<file path="config.mk">
export PLATFORM = sky130hd
export DESIGN_NAME = adsr_env
export DESIGN_NICKNAME = d
export VERILOG_FILES = /design/src/rtl/adsr_pkg.sv /design/src/rtl/adsr_rate_tick.sv /design/src/rtl/adsr_env.sv
export SDC_FILE = /design/constraint.sdc
export NUM_CORES = 1
export LEC_CHECK = 0
export CAP_MARGIN = 40
export CORE_ASPECT_RATIO = 0.8
export CORE_MARGIN = 3
export CORE_UTILIZATION = 35
export CTS_CLUSTER_SIZE = 30
export DETAILED_ROUTE_END_ITERATION = 16
export DONT_BUFFER_PORTS = 1
export GPL_TIMING_DRIVEN = 0
export PLACE_DENSITY = 0.58
export SYNTH_ARGS = -nofsm -noshare
export SYNTH_HDL_FRONTEND = slang
export SYNTH_HIERARCHICAL = 1
export SYNTH_SLANG_ARGS = --single-unit
</file>
<file path="constraint.sdc">
create_clock -name clk -period 5.4 [get_ports clk]
set_input_delay 0.81 -clock clk [delete_from_list [all_inputs] [get_ports clk]]
set_output_delay 0.81 -clock clk [all_outputs]
set_load 0.01 [all_outputs]
</file>
<file path="src/rtl/adsr_pkg.sv">
// adsr_pkg: state encodings and velocity width for the ADSR envelope.
// The encodings are shared with the LED debug decode.
package adsr_pkg;

  typedef enum logic [2:0] {
    OFF     = 3'd0,
    ATTACK  = 3'd1,
    DECAY   = 3'd2,
    SUSTAIN = 3'd3,
    RELEASE = 3'd4
  } adsr_state_e;

  localparam int VEL_W = 7;

endpackage

</file>
<file path="src/rtl/adsr_rate_tick.sv">
// adsr_rate_tick: per-stage prescaler, ticks when count reaches rate.
// A rate of 0 gives a tick every enabled cycle.
module adsr_rate_tick #(
  parameter int RATE_W = 24
) (
  input  logic              clk,
  input  logic              reset,
  input  logic              clr,
  input  logic              en,
  input  logic [RATE_W-1:0] rate,
  output logic              tick
);

  logic [RATE_W-1:0] cnt;

  assign tick = en && (cnt >= rate);

  always_ff @(posedge clk) begin
    if (reset) begin
      cnt <= '0;
    end else if (clr) begin
      cnt <= '0;
    end else if (en) begin
      cnt <= tick ? '0 : cnt + RATE_W'(1);
    end
  end

endmodule

</file>
<file path="src/rtl/adsr_env.sv">
// adsr_env: ADSR envelope with retrigger, legato release and done pulse.
// ADSR_VELOCITY_EN adds a registered velocity-scaled output stage.
module adsr_env
  import adsr_pkg::*;
#(
  parameter int LEVEL_W = 16,
  parameter int RATE_W  = 24
) (
  input  logic               clk,
  input  logic               reset,
  input  logic               gate,
  input  logic               retrigger,
  input  logic [RATE_W-1:0]  attack_rate,
  input  logic [RATE_W-1:0]  decay_rate,
  input  logic [RATE_W-1:0]  release_rate,
  input  logic [LEVEL_W-1:0] attack_level,
  input  logic [LEVEL_W-1:0] sustain_level,
`ifdef ADSR_VELOCITY_EN
  input  logic [VEL_W-1:0]   velocity,
`endif
  output logic [LEVEL_W-1:0] level,
  output logic [2:0]         state,
  output logic               active,
  output logic               done
);

  typedef struct packed {
    logic [LEVEL_W-1:0] a_lvl;
    logic [LEVEL_W-1:0] s_lvl;
    logic [RATE_W-1:0]  a_rate;
    logic [RATE_W-1:0]  d_rate;
    logic [RATE_W-1:0]  r_rate;
  } cfg_t;

  cfg_t               cfg;
  adsr_state_e        st, nst;
  logic [LEVEL_W-1:0] lvl, nlvl;
  logic [RATE_W-1:0]  rate;
  logic               load, fin, done_r;
  logic               en, tick, clr;

  always_comb begin
    rate = '0;
    en   = 1'b0;
    unique case (st)
      ATTACK:  begin rate = cfg.a_rate; en = 1'b1; end
      DECAY:   begin rate = cfg.d_rate; en = 1'b1; end
      RELEASE: begin rate = cfg.r_rate; en = 1'b1; end
      default: ;
    endcase
  end

  assign clr = load | (nst != st);

  adsr_rate_tick #(
    .RATE_W(RATE_W)
  ) u_tick (
    .clk   (clk),
    .reset (reset),
    .clr   (clr),
    .en    (en),
    .rate  (rate),
    .tick  (tick)
  );

  // Gate low beats retrigger, which beats stage completion.
  always_comb begin
    nst  = st;
    nlvl = lvl;
    load = 1'b0;
    fin  = 1'b0;
    unique case (st)
      OFF: begin
        if (gate) begin
          nst  = ATTACK;
          load = 1'b1;
        end
      end
      ATTACK: begin
        if (!gate) nst = RELEASE;
        else if (retrigger) load = 1'b1;
        else if (lvl >= cfg.a_lvl) nst = DECAY;
        else if (tick) nlvl = lvl + LEVEL_W'(1);
      end
      DECAY: begin
        if (!gate) nst = RELEASE;
        else if (retrigger) begin
          nst  = ATTACK;
          load = 1'b1;
        end else if (lvl <= cfg.s_lvl) begin
          nst  = SUSTAIN;
          nlvl = cfg.s_lvl;
        end else if (tick) nlvl = lvl - LEVEL_W'(1);
      end
      SUSTAIN: begin
        if (!gate) nst = RELEASE;
        else if (retrigger) begin
          nst  = ATTACK;
          load = 1'b1;
        end
      end
      RELEASE: begin
        if (gate) begin
          nst  = ATTACK;
          load = 1'b1;
        end else if (lvl == '0) begin
          nst = OFF;
          fin = 1'b1;
        end else if (tick) nlvl = lvl - LEVEL_W'(1);
      end
      default: nst = OFF;
    endcase
  end

  always_ff @(posedge clk) begin
    if (reset) begin
      st     <= OFF;
      lvl    <= '0;
      cfg    <= '0;
      done_r <= 1'b0;
    end else begin
      st     <= nst;
      lvl    <= nlvl;
      done_r <= fin;
      if (load) begin
        cfg.a_lvl  <= attack_level;
        cfg.s_lvl  <= (sustain_level > attack_level) ?
                      attack_level : sustain_level;
        cfg.a_rate <= attack_rate;
        cfg.d_rate <= decay_rate;
        cfg.r_rate <= release_rate;
      end
    end
  end

`ifdef ADSR_VELOCITY_EN
  localparam int PW = LEVEL_W + VEL_W + 1;

  logic [VEL_W-1:0]   vel;
  logic [VEL_W:0]     vmul;
  logic [PW-1:0]      prod;
  logic [LEVEL_W-1:0] o_lvl;
  adsr_state_e        o_st;
  logic               o_done;

  assign vmul = {1'b0, vel} + (VEL_W+1)'(1);
  assign prod = PW'(lvl) * PW'(vmul);

  always_ff @(posedge clk) begin
    if (reset) begin
      vel    <= '0;
      o_lvl  <= '0;
      o_st   <= OFF;
      o_done <= 1'b0;
    end else begin
      if (load) vel <= velocity;
      o_lvl  <= prod[VEL_W +: LEVEL_W];
      o_st   <= st;
      o_done <= done_r;
    end
  end

  assign level  = o_lvl;
  assign state  = o_st;
  assign active = (o_st != OFF);
  assign done   = o_done;
`else
  assign level  = lvl;
  assign state  = st;
  assign active = (st != OFF);
  assign done   = done_r;
`endif

endmodule

</file>
==> results.sh <==
export IMPL_fmax_mhz=192.7
export IMPL_start_util_pct=36.09
export IMPL_holdPathStages=2
export IMPL_ys_types=73
export IMPL_core_area_um2=24690
export IMPL_synth_async_reset_ratio_pct=0
export IMPL_num_vias=8363
export IMPL_dp_cells=1490
export IMPL_drv_slew=0
export IMPL_place_congestion=0.9427
export IMPL_ff2ff_path_depth=22
export IMPL_wl_met1_um=14400
export IMPL_cts_root_buf="clkbuf_16"
export IMPL_grt_max_degree=17
export IMPL_wire_per_inst_um=19.10
export IMPL_clock_sinks=148
export IMPL_antenna_left=0
export IMPL_yosysWarnings=6
export IMPL_period_share_pct=96.09
export IMPL_cts_tree="done"
export IMPL_wl_met3_um=2147
export IMPL_finalPower_uw=2864
export IMPL_areaGrowthSynthToFinish_pct=11.99
export IMPL_portBuffers=0
export IMPL_grt_overflow=0
export IMPL_postSynthCellCount=1171
export IMPL_synth_mux_area_share_pct=2.372
export IMPL_firstDrtPassIters=6
export IMPL_max_slew_margin_pct=37.39
export IMPL_required_ns=5.70
export IMPL_drt_iter0_drc=800
export IMPL_cts_max_path_buffers=2
export IMPL_syn_avg_cell_area_um2=7.612
export IMPL_grtUsageTotal_pct=20.95
export IMPL_outcome="completed"
export IMPL_crit_type="register to register"
export IMPL_grt_pass1_vias=7811
export IMPL_synth_flop_cell="dfxtp_1"
export IMPL_rows=51
export IMPL_synth_compound_area_share_pct=22.05
export IMPL_grt_pass1_wl_um=44640
export IMPL_p_leak_uw=0.003744
export IMPL_critical_path_startpoint="state[2]"
export IMPL_crit_fanout=16
export IMPL_startpoint_type="register"
export IMPL_cap_viol_max_count=0
export IMPL_fin_crit_ns=5.189
export IMPL_route_detailed_drc=0
export IMPL_r2r_slack_ns=0.21
export IMPL_setup_viol=0
export IMPL_yosysTopAreaCell="dfxtp_1"
export IMPL_cts_max_level=4
export IMPL_vias_per_cell=5.488
export IMPL_final_area_um2=9982
export IMPL_synth_most_common_cell="nand2_1"
export IMPL_synth_fa_ha_area_share_pct=10.53
export IMPL_regToRegStartpoint="state[2]"
export IMPL_wirelength_um=29110
export IMPL_num_nets_final=1374
export IMPL_synth_ff_latch_count=148
export IMPL_io_pins=129
export IMPL_yosys_area_share_simple_pct=21.17
export IMPL_postCtsHoldBufs=0
export IMPL_insertion_delay_ns=0.44
export IMPL_clock_skew_ns=0.01580
export IMPL_hp_class="register to register"
export IMPL_dp_slack_ns=-0.8040
export IMPL_yosys_top_cells_area="dfxtp_1 33%, ha_1 11%, nand2_1 11%, a21oi_1 8.1%, inv_1 3.6%"
export IMPL_ys_seq_area_share_pct=33.24
export IMPL_post_cts_buffers=0
export IMPL_power_density_nw_per_um2=286.9
export IMPL_dp_final_hpwl_um=22510
export IMPL_antenna_found_initial=2
export IMPL_hold_slack_ns=0.4540
export IMPL_numCtsBuffers=17
export IMPL_synth_area_um2=8914
export IMPL_yosys_area_share_xor_xnor_pct=3.341
export IMPL_peakVddDrop_mv=0.2202
export IMPL_drive_gt1_share_pct=6.645
export IMPL_synth_top_area_share_pct=33.24
export IMPL_syn_num_nets=1354
export IMPL_setup_slack_ns=0.2113
export IMPL_endpoint_kind="register"
export IMPL_clk_pin_slew_ns=0.07
export IMPL_crit_path_end="level[9]"
export IMPL_wl_met2_um=11920
export IMPL_die_w_um=184.4
export IMPL_fill_cells=2503
export IMPL_die_area_um2=27430
export IMPL_tightest_slew_ns=0.9391
export IMPL_ys_top_cells_by_count="250 x nand2_1, 148 x dfxtp_1, 145 x a21oi_1"
export IMPL_stdcell_count=1524
export IMPL_place_area_um2=9316
export IMPL_synth_edff_count=0
export IMPL_synth_top_family_by_area="compound AO/OA/AOI/OAI gates"
export IMPL_hold_viol=0
export IMPL_critPathArrivalTime_ns=5.48
export IMPL_timing_rr_end="level[9]"
export IMPL_top_layer="met4"
export IMPL_die_height_um=148.7
critical path, stage by stage (launching register included):
cell       delay, ns
dfxtp_1         0.50
buf_2           0.28
inv_1           0.14
nor2_4          0.25
clkbuf_4        0.28
a22oi_1         0.10
o21ai_0         0.22
inv_1           0.13
ha_1            0.32
nand4_1         0.15
nor3_2          0.27
o2111ai_1       0.18
o21ai_2         0.27
o21a_1          0.23
buf_4           0.28
inv_1           0.12
nor4_2          0.29
buf_2           0.23
and2_1          0.20
and3_1          0.19
xnor2_1         0.07
a221oi_1        0.25
o31ai_1         0.10
registers in the layout, indices dropped and copies added (netlist names):
register,flops
cfg,104
u_tick/cnt,24
level,16
state,3
done,1
layout by cell type (no fill, tap or decap), types with 5 or more instances in the layout:
master       n
buf_6        5
ha_1        75
nor3_1      28
nor4_1       8
buf_2        6
xnor2_1     15
clkbuf_1    54
dfxtp_1    148
mux2i_1     20
a211oi_1     8
nor3_2       5
xor2_1      19
a22oi_1     28
o211ai_1    10
and3_1      10
nor2_1      37
clkbuf_16   17
nand2_1    250
nor2b_1     12
a311oi_1     5
o21ai_0     60
a21oi_1    145
o21a_1       7
a221oi_1     5
nand3_1     13
inv_1       85
nand4_1     18
per-layer routing:
layer | up-vias | GRT usage, %
met5 | - | 0
met4 | 0 | 6.649
met3 | 50 | 5.583
met2 | 281 | 29.24
met1 | 3907 | 31.14
li1 | 4125 | -
how the worst min path moves through the flow:
stage	to	slack, ns	startpoint
2_1_floorplan	cfg[0]	0.44	cfg[0]
3_3_place_gp	cfg[6]	0.44	cfg[6]
3_5_place_dp	cfg[50]	0.45	cfg[50]
4_1_cts	cfg[21]	0.46	cfg[21]
5_1_grt	cfg[32]	0.47	cfg[32]
6_report	cfg[41]	0.45	cfg[41]
through the flow:
stage | util (%) | setup TNS, ns
global route | 40.42 | -0.1464
floorplan | - | 0
detailed placement | 37.73 | -5.233
finish | 40.42 | 0
CTS | 40.32 | 0
global placement | 37.71 | -7.728
power by group:
| part | internal, µW | leakage, µW | switching (µW) |
|---|---|---|---|
| registers | 1150 | 0.00121 | 47.7 |
| clock network | 711 | 0.000295 | 533 |
| logic | 151 | 0.00224 | 275 |
area by class of cell:
cell class | instances | area [µm²] | area share, %
Multi-Input combinational cell | 863 | 5339 | 53.48
Clock buffer | 19 | 442.9 | 4.437
Inverter | 85 | 319.1 | 3.196
Clock inverter | 13 | 162.7 | 1.629
Sequential cell | 148 | 2963 | 29.68
Antenna cell | 2 | 5.005 | 0.05014
Timing Repair Buffer | 1 | 5.005 | 0.05014
Buffer | 75 | 347.8 | 3.485
Tap cell | 318 | 397.9 | 3.986
timing repair:
action                                  CTS  global route
resized for setup                        13             9
endpoints found under the setup margin   15            11
cloned                                    0             0
cell families (layout without fill, tap and decap cells):
group | Yosys count | in the layout
AO/OA/AOI/OAI | 319 | 319
other | 0 | 2
buffers and inverters | 160 | 193
adder cells (fa/ha/maj) | 75 | 75
multiplexers | 21 | 21
AND/OR/NAND/NOR | 414 | 414
flip-flops | 148 | 148
XOR/XNOR | 34 | 34
No activity file was read; power rests on OpenSTA's default activity.
